## config.mk

```make
export PLATFORM = sky130hd
export DESIGN_NAME = ysyx_25040111_ifu
export DESIGN_NICKNAME = d
export VERILOG_FILES = /design/src/rtl/ysyx_25040111_ifu_pkg.sv /design/src/rtl/ysyx_25040111_ifu_pcgen.sv /design/src/rtl/ysyx_25040111_ifu.sv
export SDC_FILE = /design/constraint.sdc
export NUM_CORES = 1
export LEC_CHECK = 0
export BUFFER_PORTS_ARGS = -buffer_cell sky130_fd_sc_hd__clkbuf_2
export CORE_MARGIN = 8
export CORE_UTILIZATION = 50
export CTS_BUF_LIST = sky130_fd_sc_hd__clkbuf_16
export DETAILED_ROUTE_END_ITERATION = 16
export PLACE_DENSITY = 0.77
export SLEW_MARGIN = 10
export SYNTH_ARGS = -nofsm -noshare
export SYNTH_HDL_FRONTEND = slang
export SYNTH_HIERARCHICAL = 1
export SYNTH_SLANG_ARGS = --single-unit
```

## constraint.sdc

```tcl
create_clock -name clk -period 2.6 [get_ports clk]
set_input_delay 0.13 -clock clk [delete_from_list [all_inputs] [get_ports clk]]
set_output_delay 0.13 -clock clk [all_outputs]
set_load 0.01 [all_outputs]
```

## src/rtl/ysyx_25040111_ifu_pkg.sv

```systemverilog
// Shared definitions for the instruction fetch unit: FSM encodings and fixed constants.
package ysyx_25040111_ifu_pkg;

  typedef enum logic [1:0] {
    IDLE = 2'd0,
    REQ  = 2'd1,
    WAIT = 2'd2,
    HOLD = 2'd3
  } ifu_state_e;

  localparam logic [31:0] NOP_INST         = 32'h0000_0013;
  localparam logic [31:0] RESET_PC_DEFAULT = 32'h8000_0000;

endpackage

```

## src/rtl/ysyx_25040111_ifu_pcgen.sv

```systemverilog
// Program counter register: redirect target wins over the sequential +4 step.
module ysyx_25040111_ifu_pcgen
  import ysyx_25040111_ifu_pkg::*;
#(
  parameter logic [31:0] RESET_PC = RESET_PC_DEFAULT
) (
  input  logic        clk,
  input  logic        rst_n,
  input  logic        redirect_valid,
  input  logic [31:0] redirect_pc,
  input  logic        advance,
  output logic [31:0] pc
);

  logic [31:0] pc_q;
  logic [31:0] pc_d;

  always_comb begin
    pc_d = pc_q;
    if (redirect_valid) begin
      pc_d = redirect_pc;
    end else if (advance) begin
      pc_d = pc_q + 32'd4;
    end
  end

  always_ff @(posedge clk) begin
    if (!rst_n) begin
      pc_q <= RESET_PC;
    end else begin
      pc_q <= pc_d;
    end
  end

  assign pc = pc_q;

endmodule

```

## src/rtl/ysyx_25040111_ifu.sv

```systemverilog
// Instruction fetch unit: one outstanding memory request, result held until IDU takes it.
module ysyx_25040111_ifu
  import ysyx_25040111_ifu_pkg::*;
#(
  parameter logic [31:0] RESET_PC = RESET_PC_DEFAULT
) (
  input  logic        clk,
  input  logic        rst_n,
  output logic        imem_req_valid,
  input  logic        imem_req_ready,
  output logic [31:0] imem_req_addr,
  input  logic        imem_resp_valid,
  input  logic [31:0] imem_resp_data,
  input  logic        imem_resp_err,
  output logic        inst_valid,
  input  logic        inst_ready,
  output logic [31:0] inst,
  output logic [31:0] inst_pc,
  output logic        inst_err,
  input  logic        redirect_valid,
  input  logic [31:0] redirect_pc
);

  ifu_state_e  state_q, state_d;
  logic        drop_q, drop_d;
  logic        inst_valid_q, inst_valid_d;
  logic [31:0] inst_q, inst_d;
  logic [31:0] inst_pc_q, inst_pc_d;
  logic        inst_err_q, inst_err_d;
  logic [31:0] pc;
  logic        accept;
  logic        handshake;
  logic        redirect_bad;

  assign accept       = imem_req_valid && imem_req_ready;
  assign handshake    = inst_valid_q && inst_ready;
  assign redirect_bad = redirect_valid && (redirect_pc[1:0] != 2'b00);

  ysyx_25040111_ifu_pcgen #(
    .RESET_PC(RESET_PC)
  ) u_pcgen (
    .clk           (clk),
    .rst_n         (rst_n),
    .redirect_valid(redirect_valid),
    .redirect_pc   (redirect_pc),
    .advance       ((state_q == HOLD) && handshake),
    .pc            (pc)
  );

  always_comb begin
    state_d      = state_q;
    drop_d       = drop_q;
    inst_valid_d = inst_valid_q;
    inst_d       = inst_q;
    inst_pc_d    = inst_pc_q;
    inst_err_d   = inst_err_q;
    // A stale response retires the drop flag whatever state we are in.
    if (drop_q && imem_resp_valid) begin
      drop_d = 1'b0;
    end
    case (state_q)
      IDLE: state_d = REQ;
      REQ: begin
        if (accept) begin
          state_d = WAIT;
          if (redirect_valid) drop_d = 1'b1;
        end
      end
      WAIT: begin
        if (imem_resp_valid) begin
          if (!drop_q && !redirect_valid) begin
            inst_valid_d = 1'b1;
            inst_d       = imem_resp_err ? NOP_INST : imem_resp_data;
            inst_pc_d    = pc;
            inst_err_d   = imem_resp_err;
            state_d      = HOLD;
          end else begin
            state_d = REQ;
          end
        end else if (redirect_valid) begin
          drop_d = 1'b1;
        end
      end
      HOLD: begin
        if (handshake || redirect_valid) begin
          inst_valid_d = 1'b0;
          state_d      = REQ;
        end
      end
      default: state_d = IDLE;
    endcase
    // Misaligned targets never reach memory; they surface as a faulting nop.
    if (redirect_bad) begin
      state_d      = HOLD;
      inst_valid_d = 1'b1;
      inst_d       = NOP_INST;
      inst_pc_d    = redirect_pc;
      inst_err_d   = 1'b1;
    end
  end

  always_ff @(posedge clk) begin
    if (!rst_n) begin
      state_q      <= IDLE;
      drop_q       <= 1'b0;
      inst_valid_q <= 1'b0;
      inst_q       <= 32'd0;
      inst_pc_q    <= 32'd0;
      inst_err_q   <= 1'b0;
    end else begin
      state_q      <= state_d;
      drop_q       <= drop_d;
      inst_valid_q <= inst_valid_d;
      inst_q       <= inst_d;
      inst_pc_q    <= inst_pc_d;
      inst_err_q   <= inst_err_d;
    end
  end

  // A request is held back while a dropped response is still in flight.
  assign imem_req_valid = (state_q == REQ) && !drop_q;
  assign imem_req_addr  = pc;
  assign inst_valid     = inst_valid_q;
  assign inst           = inst_q;
  assign inst_pc        = inst_pc_q;
  assign inst_err       = inst_err_q;

endmodule

```

Word level (Yosys, flattened, before mapping). Index checks and enable logic that the tools add are counted.

Bits of input ports: 71. Bits in registers: 101. Word-level logic and storage cells: 70. Output and inout bits: 99.

Mux-type cells: 31. Bitwise logic cells: 1. Add/sub/neg operators: 1. Equal/unequal tests: 7. Reductions and logical operators: 22.

Operators with widths (number): 2-to-1 mux 32 bit (7); adder 32 x 3 -> 32 bit (second input constant) (1); 2-to-1 mux 5 bit (4); 2-to-1 mux 1 bit (12); 2-to-1 mux 2 bit (5); nonzero test 2 bit (5); != test 3 bit (second input constant) (3); AND reduction 3 bit (3); one-hot mux 2 bit (4 select lines) (1); logical AND 1 bit (7); == test 2 bit (second input constant) (2); one-hot mux 1 bit (2 select lines) (2); AND reduction 4 bit (1); != test 3 x 2 -> 1 bit (second input constant) (1); nonzero test 3 bit (1); == test 2 x 1 -> 1 bit (second input constant) (1); logical NOT 1 bit (2); logical NOT 2 bit (1); OR reduction 2 bit (1); logical OR 1 bit (1); NOT 1 bit (1).

Depth between registers and ports, before layout. Gate-level depths: netlist (run 1).

Depth after elaboration: 6. Depth in mapped cells: 8. Mapped depth without buffers: 7.

By module. The synthesis (run 1) kept the hierarchy.

By module, submodules not included: ysyx_25040111_ifu (times used 1, area each 3031.7 um^2, seq. area each 1381.3 um^2, cells each 367); ysyx_25040111_ifu_pcgen (times used 1, area each 1710.4 um^2, seq. area each 640.6 um^2, cells each 209).

Worst setup path before layout (run 1). Ideal clock, no wire load.

Path type: reg-to-reg. From: register state_q[0]. To: register u_pcgen.pc_q[28] (netlist: u_pcgen/pc[28]). Data required time: 2.530 ns. Cell stages (with the launch flop): 8. Slack: 0.689 ns. Period minus slack after synthesis: 1.911 ns. Arrival: 1.842 ns. Path buffers: 0. Setup time: 0.070 ns. Cell sequence: dfxtp_1 > ha_1 > and3_1 > nand4_4 > nor4_4 > nand4_1 > xor2_1 > a21oi_1.

Longest elaborated chain between the ends: 3.

Ends and longest elaborated chain: from (decl) (RTL line ysyx_25040111_ifu.sv:24) `ifu_state_e state_q, state_d;`; from (signal assigned) (RTL line ysyx_25040111_ifu.sv:111) `state_q <= state_d;`; == test 2 bit (RTL line ysyx_25040111_ifu.sv:46) `.advance ((state_q == HOLD) && handshake),`; logical AND 1 bit (RTL line ysyx_25040111_ifu.sv:46); nonzero test 2 bit (no source line); to (signal assigned) (RTL line ysyx_25040111_ifu_pcgen.sv:31) `pc_q <= pc_d;`; to (decl) (RTL line ysyx_25040111_ifu_pcgen.sv:15) `logic [31:0] pc_q;`.

No other way between the ends. A chain may end at the register's enable or synchronous reset.

Worst setup path in the final report (run 1).
From: register state_q[0]. To: register u_pcgen.pc_q[26] (netlist: u_pcgen/pc[26]).

The elaborated chain is that of the path after synthesis.

==> flow_metrics.py, run 1 <==
metrics = {
    "status": {
        "status": "finished, final reports clean",
    },
    "detailed_routing": {
        "post-route-drc-count": 0,
        "ant_nets": 0,
        "routed_wl_um": 13800,
        "dr.pass1.iters": 4,
        "wl_per_cell_um": 16.2,
        "vias": 4664,
        "drt_iter0_drc": 290,
        "avgViaCountPerCell": 5.47,
    },
    "sta": {
        "whs_ns": 0.0292,
        "setup_violations": 0,
        "fmax_mhz": 427,
        "hold_viol": 0,
        "rsz0062_at_grt": "no",
        "relSlewSlack_pct": 42.5,
        "finalCritPeriodShare_pct": 90.1,
        "worst_pin_slew_ns": 0.863,
        "finalCriticalPeriod_ns": 2.34,
        "slew_violations": 0,
        "setup_tns_ns": 0,
        "skew_ns": 0.00805,
        "fin_ws_ns": 0.257,
    },
    "finish": {
        "fillCellCount": 841,
        "regArea_um2": 2020,
        "multi_input_area_um2": 2460,
        "drive_above_1_share_pct": 30.1,
        "insertedDiodeCount": 0,
        "fin_nets": 794,
        "area_delta_synth_final_pct": 25.3,
    },
    "floorplan": {
        "die_area_um2": 12900,
        "io_pins": 170,
        "core_um2": 9240,
        "initial_core_util_pct": 51.3,
        "die_h_um": 113,
        "fp-row-count": 35,
        "fp.dieW_um": 113,
    },
    "logic_synthesis": {
        "yosysWarnings": 6,
        "synth.avg_cell_area_um2": 8.23,
        "seq_area_frac_synth_pct": 42.6,
        "syn-num-nets": 651,
        "synthCells": 576,
        "yosysUniqueCellTypes": 47,
        "ys_ff_latch": 101,
        "syn_area_um2": 4740,
    },
    "clock_network": {
        "ctsResizeCount": 0,
        "holdBufCountCts": 0,
        "cts_tree": "yes",
        "clock_latency_ns": 0.34,
        "clock_path_buffers": 2,
        "numCtsBuffers": 9,
        "htree_levels": 3,
        "root_buffer": "clkbuf_16",
        "cts.sinks": 101,
        "clk_pin_slew_ns": 0.07,
        "cts_setup_buffers": 0,
    },
    "power_and_ir_drop": {
        "p_sw_share_pct": 25.8,
        "p_int_mw": 2.79,
        "power_switching_mw": 0.968,
        "power.leakage_nw": 2.47,
        "ir_drop_uv": 422,
        "p_total_mw": 3.76,
        "share_comb_of_total_power_pct": 13.9,
        "clkPwrFrac_pct": 40.2,
        "powerDensity_nw_per_um2": 632,
        "seq_power_share_pct": 45.9,
    },
    "place": {
        "gp_congestion": 0.883,
        "io_buffer_count": 169,
        "pre_cts_ws_ns": 0.289,
        "dp_hpwl_um": 10100,
    },
    "worst_setup_path": {
        "cp_data_arrival_time_ns": 2.55,
        "crit_type": "reg2reg",
        "worstPathMaxFanout": 9,
        "end_kind": "flip-flop",
        "startpoint_type": "flip-flop",
        "required_ns": 2.81,
    },
    "grt": {
        "grt_pass1_wl_um": 22200,
        "antenna_found_initial": 0,
        "grt_pass1_vias": 4686,
        "grt_max_degree": 53,
        "grt_overflow": 0,
        "grt_usage_pct": 20.7,
    },
    "flow_run": {
        "cap_violations": 0,
    },
    "worst_hold_path": {
        "hp-class": "in2reg",
    },
}
[power by group through the flow]
stage	registers [mW]	clock network (mW)	logic (mW)
floorplan	1.78	0	0.274
global placement	1.75	0	0.510
detailed placement	1.76	0	0.523
CTS	1.72	1.55	0.526
global route	1.74	1.60	0.575
finish	1.72	1.51	0.521
[per-stage QoR]
step	area, um^2	std cells	utilization (%)
after detailed placement	5600	837	60.6
after global routing	5940	853	64.3
final	5940	853	64.3
after CTS	5940	853	64.3
after global placement	5600	837	60.6
after floorplan	4740	576	-
[cell usage in the layout, fill, tap and decap left out, drive strengths merged, types with 4 or more instances in the layout]
cell      n
a31oi    33
nor3b    30
dfxtp   101
ha        4
nand3     9
xnor2    10
nand4    14
and3      7
a21oi    61
o21ai    61
nor2     51
nand2    83
and4      5
or3       6
buf       8
xor2     16
inv      13
clkbuf  178
[critical path, cell delays in order, from the launching register on]
cell and delay [ns]:
dfxtp_1 0.38, ha_1 0.21, and3_1 0.40, nand4_4 0.20
nor4_4 0.54, nand4_1 0.20, xor2_1 0.19, a21oi_1 0.08
[synthesized netlist by cell type, drive strengths merged]
cell type / n / area share (%)
nor4: 2 / 0.58
and4: 5 / 0.95
o211ai: 1 / 0.16
and3: 7 / 0.92
a211oi: 2 / 0.32
a31oi: 33 / 4.4
mux2i: 3 / 0.63
nor3: 3 / 0.32
a31o: 1 / 0.18
dlygate4sd1: 1 / 0.18
xnor2: 10 / 1.8
ha: 4 / 1.1
o21a: 1 / 0.16
o21ai: 61 / 6.4
clkbuf: 26 / 2.3
o32ai: 1 / 0.18
nand2: 83 / 6.6
nand2b: 1 / 0.13
nor2b: 3 / 0.40
a21boi: 2 / 0.32
inv: 10 / 0.79
a21oi: 61 / 6.4
nor2: 51 / 4.0
a311oi: 3 / 0.55
dfxtp: 101 / 43
o2111a: 1 / 0.24
nand4bb: 1 / 0.58
nor3b: 30 / 6.5
or3: 6 / 0.84
o221ai: 1 / 0.18
a41oi: 1 / 0.18
buf: 18 / 2.5
and2: 2 / 0.32
o31ai: 1 / 0.16
nand3: 9 / 0.95
nand4: 14 / 2.2
xor2: 16 / 3.0
[kinds of logic after synthesis]
| logic type | synth area share, % |
|---|---|
| simple gates | 25.3 |
| xor+xnor | 4.80 |
| flops | 42.6 |
| fa+ha+maj | 1.06 |
| mux | 0.633 |
| buf+inv | 5.70 |
| compound gates | 19.9 |
[registers in the layout, indices dropped and copies added (netlist names)]
name	cells
u_pcgen/pc	32
drop_q	1
state_q	2
inst_err	1
inst_pc	32
inst_valid	1
inst	32
[final cells by class]
cell class	count	area share [%]
clock inverters	7	1.92
multi-input cells	420	41.4
well taps	129	2.72
flip-flops and latches	101	34.0
repair buffers	177	15.5
clock buffers	9	3.79
inverters	10	0.632
[final timing paths]
check | start | end | slack, ns | depth (start not counted)
setup / recovery | state_q[0] | u_pcgen/pc[26] | 0.26 | 7
hold / removal | redirect_pc[30] | u_pcgen/pc[30] | 0.03 | 3
setup reg to reg | state_q[0] | u_pcgen/pc[26] | 0.26 | 7
hold reg to reg | inst_pc[12] | inst_pc[12] | 0.47 | 2
[routing by layer]
layer	share of wire, %	track usage [%]
met1	43	24.0
met4	1.9	6.75
met5	0	0
met2	47	35.4
met3	7.5	6.66
Note: power is estimated with default switching activity, not from simulation.
==> run 2, diff against run 1 <==
- ABC_AREA: unset -> 1
- CORE_UTILIZATION: 50 -> 51
==> run 2 against run 1 <==
  * Sequential power hardly changed
  * Hold slack better by 0.00059 ns
  * Highest routed layer unchanged
  * Critical path depth is 1 lower
  * Core utilization is 1.2 points lower
  * Largest power group unchanged
==> flow_metrics.py, run 2 <==
metrics = {
    "worst_hold_path": {
        "hold_depth": 3,
        "min_to": "inst[16]",
        "min-delay-start": "imem_resp_data[16]",
        "hp-class": "in2reg",
    },
    "grt": {
        "top_usage_layer": "met2",
        "antenna_found_initial": 0,
        "use_met3_pct": 4.87,
        "grt_pass1_wl_um": 25700,
        "grt_pass1_vias": 5391,
        "met1_usage_pct": 27.5,
        "grt_max_degree": 48,
        "grtUsageMet2_pct": 40.6,
        "grt_overflow": 0,
        "grt_usage_pct": 23.2,
    },
    "flow_run": {
        "cap_violations": 0,
    },
    "clock_network": {
        "ctsResizeCount": 0,
        "clk_pin_slew_ns": 0.08,
        "holdBufCountCts": 0,
        "cts_setup_buffers": 0,
        "htree_levels": 3,
        "cts.sinks": 101,
        "clock_path_buffers": 2,
        "numCtsBuffers": 9,
        "root_buffer": "clkbuf_16",
        "cts_tree": "yes",
        "clock_latency_ns": 0.35,
    },
    "finish": {
        "fillCellCount": 976,
        "drive_above_1_share_pct": 23.4,
        "final_common_cell": "nand2_1",
        "final_cell_count_no_fill": 1079,
        "area_delta_synth_final_pct": 22.6,
        "layout_common_cells": "256 x nand2_1, 169 x clkbuf_2, 121 x nor2_1",
        "fin_nets": 1013,
        "insertedDiodeCount": 0,
    },
    "floorplan": {
        "die_h_um": 117,
        "core_um2": 10100,
        "initial_core_util_pct": 51.5,
        "fp.dieW_um": 117,
        "fp-row-count": 37,
        "die_area_um2": 13700,
        "io_pins": 170,
    },
    "worst_setup_path": {
        "reg2reg_from": "state_q[0]",
        "reg2reg_depth": 6,
        "critPathLaunch": "state_q[0]",
        "end_kind": "flip-flop",
        "required_ns": 2.86,
        "startpoint_type": "flip-flop",
        "ff2ff_setup_slack_ns": 0.58,
        "crit_type": "reg2reg",
        "worstPathMaxFanout": 27,
        "cp_data_arrival_time_ns": 2.28,
        "timing.rr.end": "u_pcgen/pc[5]",
    },
    "detailed_routing": {
        "drt_iter0_drc": 358,
        "dr.pass1.iters": 5,
        "vias": 5604,
        "avgViaCountPerCell": 5.19,
        "post-route-drc-count": 0,
        "ant_nets": 0,
        "routed_wl_um": 15800,
        "wl_per_cell_um": 14.7,
    },
    "status": {
        "status": "finished, final reports clean",
    },
    "logic_synthesis": {
        "yosysUniqueCellTypes": 31,
        "async_reset_ff_share_pct": 0,
        "ys_ff_latch": 101,
        "seq_area_frac_synth_pct": 38.8,
        "synth.most_common_cell": "nand2_1",
        "yosysWarnings": 6,
        "synth-edff-count": 0,
        "synth_ff_type": "dfxtp_1",
        "yosysTopAreaCell": "dfxtp_1",
        "syn-num-nets": 865,
        "synth.avg_cell_area_um2": 6.60,
        "synth_top_area_share_pct": 38.8,
        "synth_common_cells": "256 x nand2_1, 121 x nor2_1, 101 x dfxtp_1",
        "synthCells": 790,
        "syn_area_um2": 5220,
        "synth_area_leaders": "dfxtp_1 39%, nand2_1 18%, nor2_1 8.7%",
    },
    "sta": {
        "finalCritPeriodShare_pct": 77.7,
        "relSlewSlack_pct": 26.2,
        "rsz0062_at_grt": "no",
        "worst_pin_slew_ns": 1.11,
        "finalCriticalPeriod_ns": 2.02,
        "setup_tns_ns": 0,
        "hold_viol": 0,
        "fmax_mhz": 495,
        "skew_ns": 0.00792,
        "slew_violations": 0,
        "setup_violations": 0,
    },
    "place": {
        "dp_hpwl_um": 11700,
        "io_buffer_count": 169,
        "gp_congestion": 0.943,
        "place_inst": 1063,
    },
    "power_and_ir_drop": {
        "ir_drop_uv": 331,
        "power.leakage_nw": 2.93,
        "powerDensity_nw_per_um2": 577,
    },
}
## run 2: cell types whose count changed in the layout (fill, tap and decap cells not counted), moves of 6 or more
cell and change:
o21ai_0 -19, nand4_1 +16, nor2_2 +6, nand2_1 +173
nor2_1 +70, and3_1 -6, a31oi_1 -28, xor2_1 -12
nor3b_2 -17, nand3_1 +17, inv_1 +23, a22oi_1 +20
nor3b_1 -13
## run 2: stage by stage
stage	total power, mW	cell area [um^2]	setup WS (ns)	hold slack (ns)	utilization [%]
after floorplan	2.16	5220	1.04	0.228	-
after global placement	2.40	6100	0.687	0.391	60.2
after detailed placement	2.40	6100	0.662	0.395	60.2
after CTS	3.71	6390	0.629	0.0228	63.1
after global routing	3.86	6390	0.409	0.0313	63.1
final	3.69	6390	0.580	0.0298	63.1
## run 2: report_power, final
part | switching (mW) | internal [mW]
Clock | 0.643 | 0.673
Sequential | 0.0872 | 1.64
Combinational | 0.405 | 0.237
Total | 1.13 | 2.55
## run 2: logic make-up after synthesis
logic type	count (synthesis)	share of synthesized area (%)
adder cells (fa/ha/maj)	4	0.960
flip-flops	101	38.8
buffers and inverters	83	6.96
AO/OA/AOI/OAI	136	14.7
AND/OR/NAND/NOR	455	36.8
XOR/XNOR	11	1.85
## run 2: layout make-up
cell class | instances | area, um^2 | area share (%)
Sequential cell | 101 | 2020 | 31.6
Timing Repair Buffer | 180 | 928 | 14.5
Clock inverter | 7 | 67.6 | 1.06
Clock buffer | 9 | 225 | 3.52
Multi-Input combinational cell | 606 | 2830 | 44.3
Inverter | 40 | 150 | 2.35
Tap cell | 136 | 170 | 2.66
## run 2: worst max-delay path by stage
stage | endpoint
finish | u_pcgen/pc[5]
global route | u_pcgen/pc[5]
detailed placement | inst_pc[5]
floorplan | u_pcgen/pc[5]
CTS | inst_pc[6]
global placement | u_pcgen/pc[13]
## run 2: worst max-delay path, stage by stage, from the launching register on
cell	delay, ns
dfxtp_1	0.35
ha_1	0.23
inv_1	0.06
nor2_1	0.06
nor2_2	0.83
nand2_1	0.16
a31oi_1	0.23
## run 2: layer usage
layer | vias to the layer above | wire length [um]
met5 | - | 0
met4 | 0 | 277
met3 | 23 | 1090
met2 | 171 | 7710
met1 | 2545 | 6770
li1 | 2865 | -
==> run 3, diff against run 2 <==
- CORE_UTILIZATION: 51 -> 46
- PLACE_DENSITY: 0.77 -> 0.73
- clock period: 2.6 -> 1.6 ns (I/O delays scaled with it)
==> run 3 against run 2 <==
  * Cell area up 10%
  * First-iteration DRC count increased by 9.2%
  * Clock skew is 0.0010 ns lower
==> flow_metrics.py, run 3 (synthesized netlist as in run 2, its figures left out) <==
metrics = {
    "sta": {
        "fmax_mhz": 664,
        "skew_ns": 0.00691,
        "setup_tns_ns": 0,
        "relSlewSlack_pct": 60.6,
        "finalCriticalPeriod_ns": 1.51,
        "slew_violations": 0,
        "whs_ns": 0.00933,
        "hold_viol": 0,
        "worst_pin_slew_ns": 0.590,
        "setup_violations": 0,
        "finalCritPeriodShare_pct": 94.1,
    },
    "power_and_ir_drop": {
        "p_total_mw": 6.14,
        "power.leakage_nw": 3.23,
        "share_comb_of_total_power_pct": 20.2,
        "clkPwrFrac_pct": 34.3,
        "seq_power_share_pct": 45.5,
        "power_switching_mw": 1.87,
        "p_int_mw": 4.26,
        "powerDensity_nw_per_um2": 870,
        "ir_drop_uv": 463,
        "p_sw_share_pct": 30.5,
    },
    "clock_network": {
        "cts_tree": "yes",
        "clock_path_buffers": 2,
        "htree_levels": 3,
        "cts.sinks": 101,
        "root_buffer": "clkbuf_16",
        "numCtsBuffers": 9,
        "cts_setup_buffers": 0,
        "clock_latency_ns": 0.35,
        "clk_pin_slew_ns": 0.07,
    },
    "finish": {
        "fin_nets": 1077,
        "drive_above_1_share_pct": 27.1,
        "utilization_pct": 62.9,
        "layout_common_cells": "256 x nand2_1, 169 x clkbuf_2, 118 x nor2_1",
        "final_common_cell": "nand2_1",
        "insertedDiodeCount": 0,
        "final_cell_count_no_fill": 1150,
        "area_delta_synth_final_pct": 35.3,
    },
    "detailed_routing": {
        "post-route-drc-count": 0,
        "drt_iter0_drc": 391,
        "routed_wl_um": 17400,
        "vias": 5924,
        "avgViaCountPerCell": 5.15,
        "dr.pass1.iters": 7,
        "ant_nets": 0,
        "wl_per_cell_um": 15.1,
    },
    "grt": {
        "use_met3_pct": 4.32,
        "met1_usage_pct": 27.8,
        "antenna_found_initial": 0,
        "grt_pass1_wl_um": 27800,
        "grt_usage_pct": 22.8,
        "top_usage_layer": "met2",
        "grt_max_degree": 37,
        "grt_pass1_vias": 5648,
        "grt_overflow": 0,
        "grtUsageMet2_pct": 38.4,
    },
    "floorplan": {
        "initial_core_util_pct": 46.5,
        "die_h_um": 122,
        "fp.dieW_um": 122,
        "die_area_um2": 15000,
        "fp-row-count": 39,
        "core_um2": 11200,
        "io_pins": 170,
    },
    "worst_setup_path": {
        "crit_type": "reg2reg",
        "end_kind": "flip-flop",
        "required_ns": 1.87,
        "worstPathMaxFanout": 13,
        "startpoint_type": "flip-flop",
        "cp_data_arrival_time_ns": 1.78,
    },
    "worst_hold_path": {
        "hp-class": "in2reg",
    },
    "place": {
        "dp_hpwl_um": 12700,
        "place_inst": 1104,
        "io_buffer_count": 169,
        "gp_congestion": 0.909,
    },
    "status": {
        "status": "finished, final reports clean",
    },
    "flow_run": {
        "cap_violations": 0,
    },
}
run 3: cell count changes in the layout (fill, tap and decap cells not counted), sizes merged:
cell         before  now
buf              11   45
dlygate4sd3       0   30
clkinv            4    2
clkinvlp          0    2
run 3: area by class of cell:
| type | count | area, um^2 |
|---|---|---|
| Clock inverter | 7 | 57.6 |
| Multi-Input combinational cell | 606 | 2870 |
| Clock buffer | 9 | 225 |
| Fill cell | 1032 | 4170 |
| Sequential cell | 101 | 2030 |
| Timing Repair Buffer | 244 | 1540 |
| Tap cell | 143 | 179 |
| Inverter | 40 | 150 |
run 3: final timing paths:
path | slack [ns] | depth (start not counted) | startpoint | to
worst max-delay path | 0.09 | 8 | state_q[0] | u_pcgen/pc[21]
worst min-delay path | 0.009 | 3 | redirect_pc[4] | u_pcgen/pc[4]
worst max register to register | 0.09 | 8 | state_q[0] | u_pcgen/pc[21]
worst min register to register | 0.46 | 2 | inst[20] | inst[20]
run 3: layer usage:
metal | routed length (um) | vias to the layer above
met5 | 0 | -
met4 | 534 | 0
met3 | 1310 | 40
met2 | 8240 | 255
met1 | 7300 | 2633
li1 | - | 2996
run 3: what timing repair did:
| action | CTS | global route |
|---|---|---|
| setup endpoints to repair | 8 | 40 |
| gates resized for setup | 3 | 19 |
| hold buffers | 30 | 0 |
| hold endpoints to repair | 30 | 0 |
run 3: stage by stage:
step                instance area (um^2)  setup WS (ns)
finish                              7060         0.0949
global placement                    6420         0.0236
floorplan                           5220         0.0367
CTS                                 7010         0.0421
detailed placement                  6420        -0.0420
global route                        7060       -0.00600
run 3: power by group through the flow:
stage | clock network, mW | registers, mW | logic [mW]
2_1_floorplan | 0 | 2.91 | 0.598
3_3_place_gp | 0 | 2.84 | 1.16
3_5_place_dp | 0 | 2.84 | 1.16
4_1_cts | 2.15 | 2.79 | 1.23
5_1_grt | 2.26 | 2.81 | 1.38
6_report | 2.11 | 2.79 | 1.24
run 3: worst max-delay path: stages, from the launching register on:
cell and delay, ns:
dfxtp_2 0.34, ha_2 0.19, inv_1 0.06, nor2_2 0.04
buf_4 0.13, nor2_2 0.16, buf_4 0.23, a22oi_1 0.08
a21oi_1 0.18
